==> config.mk <==
export PLATFORM = sky130hd
export DESIGN_NAME = exc_seq_flat
export DESIGN_NICKNAME = d
export VERILOG_FILES = /design/src/rtl/exc_pkg.sv /design/src/rtl/exc_seq_if.sv /design/src/rtl/exc_prio.sv /design/src/rtl/exc_seq.sv /design/src/flat_wrapper.sv
export SDC_FILE = /design/constraint.sdc
export NUM_CORES = 1
export LEC_CHECK = 0
export BUFFER_PORTS_ARGS = -buffer_cell sky130_fd_sc_hd__buf_2
export CAP_MARGIN = 20
export CORE_MARGIN = 2
export CORE_UTILIZATION = 41
export CTS_CLUSTER_DIAMETER = 80
export DETAILED_ROUTE_END_ITERATION = 6
export PLACE_DENSITY = 0.88
export SLEW_MARGIN = 25
export SYNTH_ARGS = -nofsm -noshare
export SYNTH_HDL_FRONTEND = slang
export SYNTH_HIERARCHICAL = 1
export SYNTH_SLANG_ARGS = --single-unit
export TNS_END_PERCENT = 10
==> constraint.sdc <==
create_clock -name clk -period 4.65 [get_ports clk]
set_clock_uncertainty 0.05 [all_clocks]
set_input_delay 0 -clock clk [delete_from_list [all_inputs] [get_ports clk]]
set_output_delay 0 -clock clk [all_outputs]
set_load 0.1 [all_outputs]
==> src/rtl/exc_pkg.sv <==
// Shared types and constants for the exception sequencer: state encoding,
// exception codes, vector base/offset constants and the selected-event payload.
package exc_pkg;

  localparam int unsigned DATA_W = 32;
  localparam int unsigned CODE_W = 5;

  // Bit positions inside CP0 STATUS / CAUSE
  localparam int unsigned ST_IE  = 0;
  localparam int unsigned ST_EXL = 1;
  localparam int unsigned ST_ERL = 2;
  localparam int unsigned ST_BEV = 22;
  localparam int unsigned CA_IV  = 23;

  localparam logic [CODE_W-1:0] EXC_INT = 5'h00;
  localparam logic [CODE_W-1:0] EXC_SYS = 5'h08;
  localparam logic [CODE_W-1:0] EXC_RI  = 5'h0A;
  localparam logic [CODE_W-1:0] EXC_OV  = 5'h0C;

  localparam logic [DATA_W-1:0] BASE_NORMAL = 32'h8000_0000;
  localparam logic [DATA_W-1:0] BASE_BEV    = 32'hBFC0_0200;
  localparam logic [DATA_W-1:0] OFF_GEN     = 32'h0000_0180;
  localparam logic [DATA_W-1:0] OFF_VEC     = 32'h0000_0200;

  typedef enum logic [1:0] {
    ST_IDLE     = 2'd0,
    ST_FLUSH    = 2'd1,
    ST_REDIRECT = 2'd2
  } state_t;

  typedef struct packed {
    logic              valid;
    logic              is_eret;
    logic              is_int;
    logic [CODE_W-1:0] code;
  } evt_t;

endpackage

==> src/rtl/exc_seq_if.sv <==
// Bundle of event inputs, CP0 state and sequencer outputs for exc_seq.
interface exc_seq_if;
  import exc_pkg::*;

  logic              stall;
  logic              id_syscall;
  logic              id_unknown;
  logic              exe_overflow;
  logic              id_eret;
  logic              int_req;
  logic [DATA_W-1:0] status;
  logic [DATA_W-1:0] cause;
  logic [DATA_W-1:0] epc;
  logic              exc_taken;
  logic              eret_done;
  logic [CODE_W-1:0] exc_code;
  logic              flush_if;
  logic              flush_id;
  logic              flush_exe;
  logic              pc_redirect;
  logic [DATA_W-1:0] pc_target;
  logic              busy;

  modport master (
    output stall, id_syscall, id_unknown, exe_overflow, id_eret, int_req,
           status, cause, epc,
    input  exc_taken, eret_done, exc_code, flush_if, flush_id, flush_exe,
           pc_redirect, pc_target, busy
  );

  modport slave (
    input  stall, id_syscall, id_unknown, exe_overflow, id_eret, int_req,
           status, cause, epc,
    output exc_taken, eret_done, exc_code, flush_if, flush_id, flush_exe,
           pc_redirect, pc_target, busy
  );

endinterface

==> src/rtl/exc_prio.sv <==
// Combinational event priority select and exception-code encode.
module exc_prio
  import exc_pkg::*;
(
  input  logic exe_overflow,
  input  logic id_unknown,
  input  logic id_syscall,
  input  logic id_eret,
  input  logic int_req,
  input  logic st_ie,
  input  logic st_exl,
  input  logic st_erl,
  output evt_t evt_c
);

  logic int_ok_c;

  // Interrupts only when enabled and not already in exception/error level
  assign int_ok_c = int_req && st_ie && !st_exl && !st_erl;

  always_comb begin
    evt_c = '0;
    if (exe_overflow) begin
      evt_c.valid = 1'b1;
      evt_c.code  = EXC_OV;
    end else if (id_unknown) begin
      evt_c.valid = 1'b1;
      evt_c.code  = EXC_RI;
    end else if (id_syscall) begin
      evt_c.valid = 1'b1;
      evt_c.code  = EXC_SYS;
    end else if (id_eret) begin
      evt_c.valid   = 1'b1;
      evt_c.is_eret = 1'b1;
    end else if (int_ok_c) begin
      evt_c.valid  = 1'b1;
      evt_c.is_int = 1'b1;
      evt_c.code   = EXC_INT;
    end
  end

endmodule

==> src/rtl/exc_seq.sv <==
// Exception/ERET sequencer: IDLE -> FLUSH -> REDIRECT with registered outputs.
// Optional VECTORED_INT_EN: interrupts use offset 0x200 when CAUSE.IV is set.
module exc_seq
  import exc_pkg::*;
(
  input  logic    clk,
  input  logic    rst,
  exc_seq_if.slave bus
);

  state_t            state_q, state_d;
  logic              flush_q, flush_d;
  logic              exc_taken_q, exc_taken_d;
  logic              eret_done_q, eret_done_d;
  logic              pc_redirect_q, pc_redirect_d;
  logic              busy_q, busy_d;
  logic [CODE_W-1:0] exc_code_q, exc_code_d;
  logic [DATA_W-1:0] pc_target_q, pc_target_d;

  evt_t              evt_c;
  logic [DATA_W-1:0] exc_base_c;
  logic [DATA_W-1:0] exc_off_c;
  logic              unused_c;

  exc_prio u_prio (
    .exe_overflow (bus.exe_overflow),
    .id_unknown   (bus.id_unknown),
    .id_syscall   (bus.id_syscall),
    .id_eret      (bus.id_eret),
    .int_req      (bus.int_req),
    .st_ie        (bus.status[ST_IE]),
    .st_exl       (bus.status[ST_EXL]),
    .st_erl       (bus.status[ST_ERL]),
    .evt_c        (evt_c)
  );

  assign exc_base_c = bus.status[ST_BEV] ? BASE_BEV : BASE_NORMAL;
`ifdef VECTORED_INT_EN
  assign exc_off_c  = (evt_c.is_int && bus.cause[CA_IV]) ? OFF_VEC : OFF_GEN;
`else
  assign exc_off_c  = OFF_GEN;
`endif
  assign unused_c   = ^{bus.cause, bus.status};

  // Next-state and next-output logic
  always_comb begin
    state_d       = state_q;
    flush_d       = 1'b0;
    exc_taken_d   = 1'b0;
    eret_done_d   = 1'b0;
    pc_redirect_d = 1'b0;
    exc_code_d    = exc_code_q;
    pc_target_d   = pc_target_q;
    unique case (state_q)
      ST_IDLE: begin
        if (!bus.stall && evt_c.valid) begin
          state_d     = ST_FLUSH;
          flush_d     = 1'b1;
          exc_taken_d = !evt_c.is_eret;
          eret_done_d = evt_c.is_eret;
          if (!evt_c.is_eret) exc_code_d = evt_c.code;
          pc_target_d = evt_c.is_eret ? bus.epc : DATA_W'(exc_base_c + exc_off_c);
        end
      end
      ST_FLUSH: begin
        state_d       = ST_REDIRECT;
        pc_redirect_d = 1'b1;
      end
      ST_REDIRECT: begin
        if (bus.stall) pc_redirect_d = 1'b1;
        else           state_d       = ST_IDLE;
      end
      default: state_d = ST_IDLE;
    endcase
    busy_d = (state_d != ST_IDLE);
  end

  always_ff @(posedge clk) begin
    if (rst) begin
      state_q       <= ST_IDLE;
      flush_q       <= 1'b0;
      exc_taken_q   <= 1'b0;
      eret_done_q   <= 1'b0;
      pc_redirect_q <= 1'b0;
      busy_q        <= 1'b0;
      exc_code_q    <= '0;
      pc_target_q   <= '0;
    end else begin
      state_q       <= state_d;
      flush_q       <= flush_d;
      exc_taken_q   <= exc_taken_d;
      eret_done_q   <= eret_done_d;
      pc_redirect_q <= pc_redirect_d;
      busy_q        <= busy_d;
      exc_code_q    <= exc_code_d;
      pc_target_q   <= pc_target_d;
    end
  end

  assign bus.flush_if    = flush_q;
  assign bus.flush_id    = flush_q;
  assign bus.flush_exe   = flush_q;
  assign bus.exc_taken   = exc_taken_q;
  assign bus.eret_done   = eret_done_q;
  assign bus.pc_redirect = pc_redirect_q;
  assign bus.busy        = busy_q;
  assign bus.exc_code    = exc_code_q;
  assign bus.pc_target   = pc_target_q;

endmodule

==> src/flat_wrapper.sv <==
// flat-port wrapper written by rule: the top's interface ports become plain ports
module exc_seq_flat import exc_pkg::*;
  (clk, rst, bus_stall, bus_id_syscall, bus_id_unknown, bus_exe_overflow, bus_id_eret, bus_int_req, bus_status, bus_cause, bus_epc, bus_exc_taken, bus_eret_done, bus_exc_code, bus_flush_if, bus_flush_id, bus_flush_exe, bus_pc_redirect, bus_pc_target, bus_busy);
  exc_seq_if bus_i ();
  input  logic clk;
  input  logic rst;
  input wire logic [$bits(bus_i.stall)-1:0] bus_stall;
  input wire logic [$bits(bus_i.id_syscall)-1:0] bus_id_syscall;
  input wire logic [$bits(bus_i.id_unknown)-1:0] bus_id_unknown;
  input wire logic [$bits(bus_i.exe_overflow)-1:0] bus_exe_overflow;
  input wire logic [$bits(bus_i.id_eret)-1:0] bus_id_eret;
  input wire logic [$bits(bus_i.int_req)-1:0] bus_int_req;
  input wire logic [$bits(bus_i.status)-1:0] bus_status;
  input wire logic [$bits(bus_i.cause)-1:0] bus_cause;
  input wire logic [$bits(bus_i.epc)-1:0] bus_epc;
  output wire logic [$bits(bus_i.exc_taken)-1:0] bus_exc_taken;
  output wire logic [$bits(bus_i.eret_done)-1:0] bus_eret_done;
  output wire logic [$bits(bus_i.exc_code)-1:0] bus_exc_code;
  output wire logic [$bits(bus_i.flush_if)-1:0] bus_flush_if;
  output wire logic [$bits(bus_i.flush_id)-1:0] bus_flush_id;
  output wire logic [$bits(bus_i.flush_exe)-1:0] bus_flush_exe;
  output wire logic [$bits(bus_i.pc_redirect)-1:0] bus_pc_redirect;
  output wire logic [$bits(bus_i.pc_target)-1:0] bus_pc_target;
  output wire logic [$bits(bus_i.busy)-1:0] bus_busy;
  assign bus_i.stall = bus_stall;
  assign bus_i.id_syscall = bus_id_syscall;
  assign bus_i.id_unknown = bus_id_unknown;
  assign bus_i.exe_overflow = bus_exe_overflow;
  assign bus_i.id_eret = bus_id_eret;
  assign bus_i.int_req = bus_int_req;
  assign bus_i.status = bus_status;
  assign bus_i.cause = bus_cause;
  assign bus_i.epc = bus_epc;
  assign bus_exc_taken = bus_i.exc_taken;
  assign bus_eret_done = bus_i.eret_done;
  assign bus_exc_code = bus_i.exc_code;
  assign bus_flush_if = bus_i.flush_if;
  assign bus_flush_id = bus_i.flush_id;
  assign bus_flush_exe = bus_i.flush_exe;
  assign bus_pc_redirect = bus_i.pc_redirect;
  assign bus_pc_target = bus_i.pc_target;
  assign bus_busy = bus_i.busy;
  exc_seq u_core (.clk(clk), .rst(rst), .bus(bus_i));
endmodule
==> results.md, run 1 <==
Global route:
- The global routing usage summed across all routing layers is between 15 and 20%.
- The largest net degree at the start of global routing is 26.
- The most used routing layer in global routing is met2.
- The first global-routing pass estimated ~5900 um of wire.
- For met1 alone, demand over resource in global routing was ~19%.
- For this run, global-route usage on met2 was measured as between 20% and 30%.
- The via count of the first global-routing pass came to approximately 1400.
- The total congestion overflow is 0.
- The initial antenna violation count is 0.
- The global routing usage on met3 is under 10%.

Hold path:
- The worst hold path belongs to the class in -> reg.

STA:
- The count of endpoints failing hold in the final timing report was 0.
- In the final timing run, aggregate negative setup slack is 0 ns.
- Headroom to the max-slew limit came out at ~42%.
- The final-report setup violation count is 0.
- The transition time at the pin with the least slew margin is roughly 0.86 ns.
- The maximum achievable frequency is between 400 and 500 MHz.
- After layout, the worst path uses about 50% of the clock period.
- The final worst setup slack is ~2.4 ns.
- The final critical-path required period is 2.26 ns.
- The final count of pins violating max slew is 0.
- Setup repair after global routing left no endpoint under its margin.

Clock network:
- The hold buffer count at cts is 32.
- Clock-pin slew was measured on the worst setup and hold paths at around 0.08 ns.
- The number of gates resized after CTS was 0.
- The library cell used as clock root buffer is clkbuf_8.
- The number of buffers added by the clock tree synthesis step is 5.
- The number of sinks driven by the clock tree is 44.
- The clock passes through at most 2 buffers.
- The H-tree level count is 2.
- The post-CTS repair timing setup buffer count is 0.
- The later pin in the worst-skew pair is clocked with a latency of 0.28 ns.
- The CTS tree is yes.

Worst setup path:
- STA classifies the critical path endpoint as a flip-flop.
- The reg-to-reg setup timing slack is about 2.6 ns.
- Data on the critical path is required at its endpoint by approximately 4.8 ns.
- In this run the worst path has a maximum fanout of 20.
- The launching element type of the critical path is an input port.
- The critical path is of the in -> reg type.
- For the worst setup path, the data arrival time is approximately 2.4 ns.

Layout:
- The final standard cell count with taps included and fillers excluded is 321.
- For this run, the post-layout net count is 379.
- After filler insertion, the fill cell instance count of the layout stands at roughly 340.
- The number of antenna repair diodes is 0.
- The sequential cell area in the final layout is about 880 um2.
- Compared with the post-synthesis result, the final layout area differs by 47.3%.
- The post-route netlist has a little under two fifths of its cells at a drive strength greater than 1.
- The area used by multi-input combinational logic is 703 um2.

Synthesis:
- The summed instance area of the synthesized netlist is about 0.0017 mm2.
- The number of warnings printed during yosys synthesis is 6.
- The synthesized area per cell is approximately 11 um2.
- Synthesis handed over a netlist of between 150 and 200 instances.

Place:
- The global placer's final weighted congestion is around 0.75.
- The total of buffers placed on input and output ports is between 80 and 90.
- In this run, placement finished with an instance count of 281.
- The post-detailed-placement half-perimeter wirelength is 2620 um.
- The post-placement setup slack is around 2.7 ns.

Routing:
- The routed design has 4220 um of wire.
- The detailed-route wire length per cell is ~13 um.
- The remaining routing DRC violations is 0.
- The count of nets left with antenna violations once routing finished came out at 0.
- For this block, the initial DRC count from the detailed router was 72.
- Across all layers, the routed design uses ~1600 vias.
- The detailed-router iteration count before antenna repair is 4.
- The via-per-instance ratio is 4.89.

Floorplan:
- Measured along the x axis, the die boundary spans 68.7 um.
- The die is between 60 and 70 um tall.
- The row count is 23.
- The area of the die is between 0.004 and 0.005 mm2.
- The area of the core is between 0.004 and 0.005 mm2.
- The initial standard-cell utilization of the core is approximately 43%.
- For this design the top-level I/O count stands at 148.

Pwr:
- Combinational logic burns around a third of the power.
- The design internal power is 0.000598 W.
- The power density relative to cell area is ~380 mW/mm2.
- The worst voltage drop across the vdd grid is 0.000210 V.
- The static power due to leakage is between 1 and 1.5 nW.
- Net switching is between 30% and 40% of the power.
- The power dissipated by switching net loads is ~0.00036 W.
- Sequential cells account for 42.9% of the total power.
- The clock network accounts for 25.0% of the total power.

Flow run:
- The number of max-cap violations is 0.

Status:
- The flow ran to the end, and the final reports show no timing, DRC or antenna violations.
[worst paths after layout]
path,start,end,depth (start not counted)
worst min-delay path,bus_id_syscall,u_core/bus.exc_code[3],4
worst max register to register,u_core/state_q[0],u_core/bus.pc_target[20],5
worst max-delay path,bus_exe_overflow,u_core/bus.pc_target[20],7
worst min register to register,u_core/bus.pc_target[0],u_core/bus.pc_target[0],1
[sequential cells by signal, summed over array words and instances, names as in the netlist]
| name | flops |
|---|---|
| u_core/bus.pc_redirect | 1 |
| u_core/bus.flush_exe | 1 |
| u_core/bus.exc_taken | 1 |
| u_core/bus.pc_target | 32 |
| u_core/bus.busy | 1 |
| u_core/bus.exc_code | 5 |
| u_core/bus.eret_done | 1 |
| u_core/state_q | 2 |
[layer usage]
layer	vias up	part of all wire (%)
li1	781	-
met1	715	41
met2	63	50
met3	12	6.0
met4	0	2.5
met5	-	0
[critical path, stage by stage]
cell	delay (ns)
dlygate4sd3_1	0.53
buf_2	0.13
or3_4	0.38
nand3b_1	0.27
and3b_1	0.43
nor2_4	0.47
a22o_1	0.21
[power groups by stage]
stage / Clock, W / Sequential [W] / Combinational, W
floorplan: 0 / 0.000573 / 0.0000937
global placement: 0 / 0.000419 / 0.000283
detailed placement: 0 / 0.000421 / 0.000288
CTS: 0.000250 / 0.000412 / 0.000309
global route: 0.000267 / 0.000415 / 0.000324
finish: 0.000240 / 0.000412 / 0.000309
[metrics by stage]
step	cell area (um2)	total power [W]	utilization, %	hold WS [ns]
after floorplan	1720	0.000666	-	0.0827
after global placement	2110	0.000703	52.6	0.165
after detailed placement	2110	0.000708	52.8	0.172
after CTS	2530	0.000971	63.2	0.00713
after global routing	2530	0.00101	63.2	0.0137
final	2530	0.000961	63.2	0.0131
[area by class of cell]
cell class | instances | share of cell area (%)
Clock buffer | 7 | 3.42
Clock inverter | 1 | 0.297
Inverter | 6 | 0.892
Multi-Input combinational cell | 93 | 27.8
Sequential cell | 44 | 34.9
Tap cell | 50 | 2.48
Timing Repair Buffer | 120 | 30.2
[layout by cell type, fill, tap and decap left out, types with 2 or more instances in the layout]
| cell | instances |
|---|---|
| conb_1 | 2 |
| a22o_1 | 20 |
| a311oi_1 | 4 |
| nor3_1 | 11 |
| dlygate4sd3_1 | 32 |
| a211oi_1 | 10 |
| mux2i_1 | 5 |
| dfxtp_1 | 44 |
| ha_1 | 5 |
| inv_1 | 6 |
| buf_2 | 87 |
| clkbuf_8 | 6 |
| nor2_1 | 19 |
Note: power is estimated with default switching activity, not from simulation.
==> run 2, diff against run 1 <==
--- a/config.mk
+++ b/config.mk
@@ -8,10 +8,10 @@
 export BUFFER_PORTS_ARGS = -buffer_cell sky130_fd_sc_hd__buf_2
 export CAP_MARGIN = 20
 export CORE_MARGIN = 2
-export CORE_UTILIZATION = 41
+export CORE_UTILIZATION = 34
 export CTS_CLUSTER_DIAMETER = 80
 export DETAILED_ROUTE_END_ITERATION = 6
-export PLACE_DENSITY = 0.88
+export PLACE_DENSITY = 0.79
 export SLEW_MARGIN = 25
 export SYNTH_ARGS = -nofsm -noshare
 export SYNTH_HDL_FRONTEND = slang
==> constraint.sdc (replaced) <==
create_clock -name clk -period 2 [get_ports clk]
set_clock_uncertainty 0.05 [all_clocks]
set_input_delay 0 -clock clk [delete_from_list [all_inputs] [get_ports clk]]
set_output_delay 0 -clock clk [all_outputs]
set_load 0.1 [all_outputs]
==> run 2 against run 1 <==
Net effect: global-route usage down 1.5 points; clock-buffer cell count did not move; flip-flop and latch count did not move; sequential share of layout area is 1.6 points lower; sequential power grew 130%; die area rose by 19%; non-clock buffer count up 10; final area up 4.9%; via count rose by 2.5%; clock power rose by 140%; largest cell class unchanged.
==> results.md, run 2 (synthesis results as in run 1) <==
Floorplan:
- The die height is 75.0 um (was 68.7 um).
- The I/O pin count is 148 (unchanged).
- The row count came to 25 (was 23).
- The initial standard-cell utilization of the core is 35.8% (was 42.9%).
- The die width came to 75.0 um (was 68.7 um).
- The area of the die is 0.00563 mm2 (was 0.00472 mm2).
- The area of the core is 0.00479 mm2 (was 0.00400 mm2).

STA:
- The count of endpoints failing hold in the final timing report is 0 (unchanged).
- Timing would allow up to about 520 MHz.
- The final worst-path cycle share is between 90% and 100%.
- The transition time at the pin with the least slew margin is 0.636 ns (was 0.863 ns).
- The final-report setup violation count is 0 (unchanged).
- The remaining max-slew budget at the tightest pin came to 57.5% (was 42.4%).
- The setup TNS is 0 ns (unchanged).
- The final worst setup slack was 0.0895 ns (was 2.39 ns).
- The final count of pins violating max slew is 0 (unchanged).
- The final critical-path required period is approximately 1.9 ns.

Routing:
- The number of antenna-violating nets in the routed design came to 0 (unchanged).
- The total length of routed wires came to 4280 um (was 4220 um).
- The via total after detailed routing came to 1611 (was 1571).
- The via-per-instance ratio came to 4.63 (was 4.89).
- The detailed-route wire length per cell is 12.3 um (was 13.1 um).
- The number of design-rule violations left by the first detailed-router iteration is 28 (was 72).
- The remaining routing DRC violations is 0 (unchanged).
- The detailed-router iteration count before antenna repair came to 2 (was 4).

Layout:
- The number of antenna repair diodes is 0 (unchanged).
- The flip-flop count of the largest register, all copies and words added is 32 (unchanged).
- The net total in the final layout was 389 (was 379).
- The area growth from synthesis to final layout is 54.4% (was 47.3%).
- The share of cells above drive strength 1 came to 40.9% (was 38.0%).
- The most frequent standard cell in the layout excluding fill and tap cells is buf_2 (unchanged).
- Most used cells in the layout excluding fill and tap cells: buf_2 (87), dfxtp_1 (44), dlygate4sd3_1 (33) (was buf_2 (87), dfxtp_1 (44), dlygate4sd3_1 (32)).
- The final core area utilization is 55.3% (was 63.2%).

Status:
- Status: finished clean (unchanged).

Worst setup path:
- The data arrival time of the critical path came to 2.06 ns (was 2.44 ns).
- The required time at the endpoint of the critical path is 2.15 ns (was 4.82 ns).
- The category of the critical setup timing path is in -> reg (unchanged).
- The capturing element type of the critical path is a flip-flop (unchanged).
- The largest driver fanout on the critical path was 11 (was 20).
- The launching element type of the critical path is an input port (unchanged).

Place:
- The total of buffers placed on input and output ports is 87 (unchanged).
- The post-detailed-placement half-perimeter wirelength was 2700 um (was 2620 um).
- The post-placement setup slack was 0.271 ns (was 2.66 ns).
- The global placer's final weighted congestion is 0.800 (was 0.751).

Clock network:
- The latest clock arrival within the worst-skew pair is 0.29 ns (was 0.28 ns).
- The number of buffers added by the clock tree synthesis step is 5 (unchanged).
- The number of sinks driven by the clock tree is 44 (unchanged).
- The maximum clock path buffer count is 2 (unchanged).
- The library cell used as clock root buffer is clkbuf_8 (unchanged).
- The clock edge transition at the registers on the reported setup and hold paths was 0.08 ns (about the same).
- The CTS tree is yes (unchanged).
- The H-tree level count is 2 (unchanged).

Flow run:
- The number of max-cap violations is 0 (unchanged).

Global route:
- The total congestion overflow is 0 (unchanged).
- The largest net degree at the start of global routing is 26 (unchanged).
- The initial antenna violation count is 0 (unchanged).
- The first-pass GRT wire length is 6600 um (was 5890 um).
- The via count of the first global-routing pass is 1513 (was 1366).
- The global routing usage summed across all routing layers is 15.5% (was 17.0%).

Hold path:
- The class of the tightest hold or removal check is in -> reg (unchanged).

Pwr:
- The worst voltage drop across the vdd grid is 0.000393 V (was 0.000210 V).
- The power density relative to cell area is 862 mW/mm2 (was 380 mW/mm2).
- The static power due to leakage is 1.27 nW (was 1.22 nW).
==> run 2: layout make-up <==
class | instances | area [um2]
sequential | 44 | 881
clock inverter | 1 | 7.51
inverter | 6 | 22.5
fill | 450 | 2140
multi-input combinational | 93 | 711
clock buffer | 7 | 86.3
tap | 67 | 83.8
timing repair buffer | 130 | 857
==> run 2: timing repair <==
item                       in CTS  in global routing
gates resized for setup         0                  4
setup endpoints to repair       0                 25
hold buffers                   33                  0
hold endpoints to repair       33                  0
buffers inserted                0                  6
==> run 2: path summary, 6_finish.rpt <==
path / cells after the start / start / slack [ns] / endpoint
setup / recovery: 7 / bus_exe_overflow / 0.09 / u_core/bus.pc_target[8]
hold / removal: 4 / bus_id_syscall / 0.01 / u_core/bus.exc_code[3]
setup reg to reg: 5 / u_core/state_q[0] / 0.33 / u_core/bus.busy
hold reg to reg: 1 / u_core/bus.pc_target[19] / 0.42 / u_core/bus.pc_target[19]
==> run 2: stage by stage <==
stage / hold WS, ns / cells / power [W] / cell area, um2
floorplan: 0.0827 / 161 / 0.00155 / 1720
global placement: 0.166 / 301 / 0.00165 / 2160
detailed placement: 0.169 / 301 / 0.00166 / 2160
CTS: 0.00498 / 342 / 0.00229 / 2590
global route: 0.0241 / 348 / 0.00238 / 2650
finish: 0.0140 / 348 / 0.00228 / 2650
==> run 2: metal layers <==
metal / part of all wire, % / vias up / GRT usage [%]
met3: 6.8 / 10 / 3.61
li1: - / 809 / -
met5: 0 / - / 0
met1: 43 / 725 / 18.2
met2: 48 / 67 / 26.6
met4: 1.9 / 0 / 7.74
==> run 2: power breakdown <==
group,total (W),internal [W],switching (W)
Clock,0.000570,0.000281,0.000290
Combinational,0.000758,0.000212,0.000547
Sequential,0.000955,0.000930,0.0000258
==> run 2: critical path, cell delays in order <==
cell,delay [ns]
dlygate4sd3_1,0.53
buf_2,0.13
or3_4,0.38
nand3b_1,0.26
and3b_2,0.31
buf_4,0.19
a311oi_2,0.26
==> run 3, diff against run 2 <==
--- a/config.mk
+++ b/config.mk
@@ -5,11 +5,11 @@
 export SDC_FILE = /design/constraint.sdc
 export NUM_CORES = 1
 export LEC_CHECK = 0
+export ABC_AREA = 1
 export BUFFER_PORTS_ARGS = -buffer_cell sky130_fd_sc_hd__buf_2
 export CAP_MARGIN = 20
 export CORE_MARGIN = 2
-export CORE_UTILIZATION = 34
-export CTS_CLUSTER_DIAMETER = 80
+export CORE_UTILIZATION = 36
 export DETAILED_ROUTE_END_ITERATION = 6
 export PLACE_DENSITY = 0.79
 export SLEW_MARGIN = 25
==> run 3 against run 2 <==
Net effect: final area rose by 10%; combinational power up 12%; sequential share of layout area down 3.1 points; core utilization is 1.7 points lower; register-to-register slack got worse by 0.09 ns; die area increased by 9.7%; synthesized cell count rose by 72%; clock power grew 27%; worst hold slack better by 0.12 ns; first-iteration DRC count rose to 2.9 times the previous value; sequential power is 1% higher; area after synthesis up 17%.
==> results.md, run 3 <==
Status:
- Status: finished clean (unchanged).

Floorplan:
- The area of the core is 0.00544 mm2 (was 0.00479 mm2).
- The row count is 27 (was 25).
- The die width is 78.6 um (was 75.0 um).
- The area of the die came to 0.00618 mm2 (was 0.00563 mm2).
- The initial standard-cell utilization of the core is 36.8% (was 35.8%).
- The die height was 78.6 um (was 75.0 um).
- The I/O pin count was 148 (unchanged).

Hold path:
- The launch point of the worst hold path is bus_id_unknown (was bus_id_syscall).
- The depth of the worst hold-timing path was 6 (was 4).
- The class of the tightest hold or removal check is in -> reg (unchanged).

Worst setup path:
- The cell at the slowest stage of the critical path is nand3_2 (was dlygate4sd3_1).
- The required time at the endpoint of the critical path is 2.13 ns (was 2.15 ns).
- The number of gates on the worst path with buffers counted is 6 (was 7).
- Cell breakdown of the critical path: inv_1 > ha_1 > nand3_2 > buf_12 > nor3_1 > nor2_1 (was dlygate4sd3_1 > buf_2 > or3_4 > nand3b_1 > and3b_2 > buf_4 > a311oi_2).
- The worst reg2reg path startpoint is u_core/state_q[0] (unchanged).
- The cell type group with the largest total delay on the critical path is simple AND/OR/NAND/NOR gates (unchanged).
- The launching element type of the critical path is a flip-flop (was input port).
- The category of the critical setup timing path is reg -> reg (was in -> reg).
- The worst stage delay on the critical path is 0.36 ns (was 0.53 ns).
- The data arrival time of the critical path came to 1.89 ns (was 2.06 ns).
- The largest driver fanout on the critical path is 29 (was 11).
- The capturing element type of the critical path is a flip-flop (unchanged).
- The source of the critical timing path is u_core/state_q[0] (was bus_exe_overflow).
- The depth of the most critical reg-to-reg path is 6 (was 5).
- The reg-to-reg setup timing slack is 0.24 ns (was 0.33 ns).
- The count of buffer and inverter cells on the critical path is 2 (was 3).

STA:
- The final count of pins violating max slew is 0 (unchanged).
- The final critical-path required period is 1.76 ns (was 1.91 ns).
- Setup repair after global routing left no endpoint under its margin.
- The final worst-path cycle share is 88.2% (was 95.5%).
- The setup TNS came to 0 ns (unchanged).
- The maximum achievable frequency was 567 MHz (was 523 MHz).
- The count of endpoints failing hold in the final timing report is 0 (unchanged).
- The final hold slack is 0.130 ns (was 0.0140 ns).
- The final-report setup violation count was 0 (unchanged).

Clock network:
- The clock edge transition at the registers on the reported setup and hold paths is 0.08 ns (about the same).
- The post-CTS repair timing setup buffer count is 0 (unchanged).
- The number of buffers added by the clock tree synthesis step is 5 (unchanged).
- The H-tree level count is 2 (unchanged).
- The number of sinks driven by the clock tree came to 44 (unchanged).
- The maximum clock path buffer count is 2 (unchanged).
- The library cell used as clock root buffer is clkbuf_8 (unchanged).
- The post-cts resize count came to 0 (unchanged).
- The CTS tree is yes (unchanged).
- The hold buffer count at cts is 35 (was 33).
- The latest clock arrival within the worst-skew pair is 0.29 ns (about the same).

Global route:
- The largest net degree at the start of global routing is 32 (was 26).
- The first-pass GRT wire length is 8120 um (was 6600 um).
- The total congestion overflow is 0 (unchanged).
- The via count of the first global-routing pass came to 1912 (was 1513).
- The global routing usage summed across all routing layers is 16.4% (was 15.5%).
- The initial antenna violation count was 0 (unchanged).

Pwr:
- The total power is 0.00254 W (was 0.00228 W).
- The worst voltage drop across the vdd grid came to 0.000387 V (was 0.000393 V).
- The power density relative to cell area is 870 mW/mm2 (was 862 mW/mm2).
- The static power due to leakage is 1.51 nW (was 1.27 nW).

Synthesis:
- The number of warnings printed during yosys synthesis was 6 (unchanged).
- The post-synthesis instance total is 275 (was 160).
- The synthesized area per cell is 7.28 um2 (was 10.7 um2).
- The summed instance area of the synthesized netlist was 0.00200 mm2 (was 0.00172 mm2).

Place:
- The global placer's final weighted congestion is 0.750 (was 0.800).
- The post-detailed-placement half-perimeter wirelength is 3140 um (was 2700 um).
- The total of buffers placed on input and output ports came to 87 (unchanged).

Routing:
- The via total after detailed routing was 2070 (was 1611).
- The detailed-route wire length per cell is 11.0 um (was 12.3 um).
- The number of antenna-violating nets in the routed design is 0 (unchanged).
- The via-per-instance ratio is 4.46 (was 4.63).
- The remaining routing DRC violations is 0 (unchanged).
- The detailed-router iteration count before antenna repair is 4 (was 2).
- The total length of routed wires is 5100 um (was 4280 um).
- The number of design-rule violations left by the first detailed-router iteration was 82 (was 28).

Layout:
- The share of cells above drive strength 1 is 29.1% (was 40.9%).
- The net total in the final layout was 500 (was 389).
- The flip-flop count of the largest register, all copies and words added is 32 (unchanged).
- The number of antenna repair diodes is 0 (unchanged).
- The number of filler instances in the final layout is 521 (was 450).
- The area growth from synthesis to final layout is 45.8% (was 54.4%).
- The area used by multi-input combinational logic is 890 um2 (was 711 um2).
- The most frequent standard cell in the layout excluding fill and tap cells is buf_2 (unchanged).
- Most used cells in the layout excluding fill and tap cells: buf_2 (87), nand2_1 (83), dfxtp_1 (44) (was buf_2 (87), dfxtp_1 (44), dlygate4sd3_1 (33)).
- The final core area utilization was 53.7% (was 55.3%).
- The sequential cell area in the final layout is 881 um2 (unchanged).

Flow run:
- The number of max-cap violations is 0 (unchanged).
[run 3: path summary, 6_finish.rpt]
path / end
worst max-delay path: u_core/bus.pc_target[31]
worst min-delay path: u_core/bus.exc_code[1]
worst max register to register: u_core/bus.pc_target[31]
worst min register to register: u_core/bus.pc_target[2]
[run 3: where the power goes]
| group | switching (W) | internal [W] | total, W |
|---|---|---|---|
| clock | 0.000286 | 0.000441 | 0.000726 |
| combinational | 0.000646 | 0.000200 | 0.000846 |
| sequential | 0.0000317 | 0.000936 | 0.000967 |
[run 3: area by class of cell]
cell class	instances	share of cell area, %
clock buffer	7	3.30
clock inverter	1	1.03
inverter	28	3.60
multi-input combinational	186	30.5
sequential	44	30.2
tap	72	3.08
timing repair buffer	126	28.4
[run 3: through the flow]
step                area, um2  instances  setup WS [ns]
floorplan                2010        276          0.576
global placement         2440        421          0.298
detailed placement       2440        421          0.273
CTS                      2920        464          0.253
global route             2920        464          0.112
finish                   2920        464          0.235
[run 3: worst min-delay path, stage by stage]
cell	delay, ns
buf_2	0.09
inv_1	0.05
nor2_1	0.06
nand3b_1	0.10
nand2_1	0.04
nor2_1	0.07
[run 3: metal layers]
layer	vias up	part of all wire, %	track usage, %	wire length (um)
li1	1071	-	-	-
met1	929	43	17.1	2170
met2	65	50	32.1	2570
met3	5	6.4	4.83	328
met4	0	0.69	3.16	35
met5	-	0	0	0
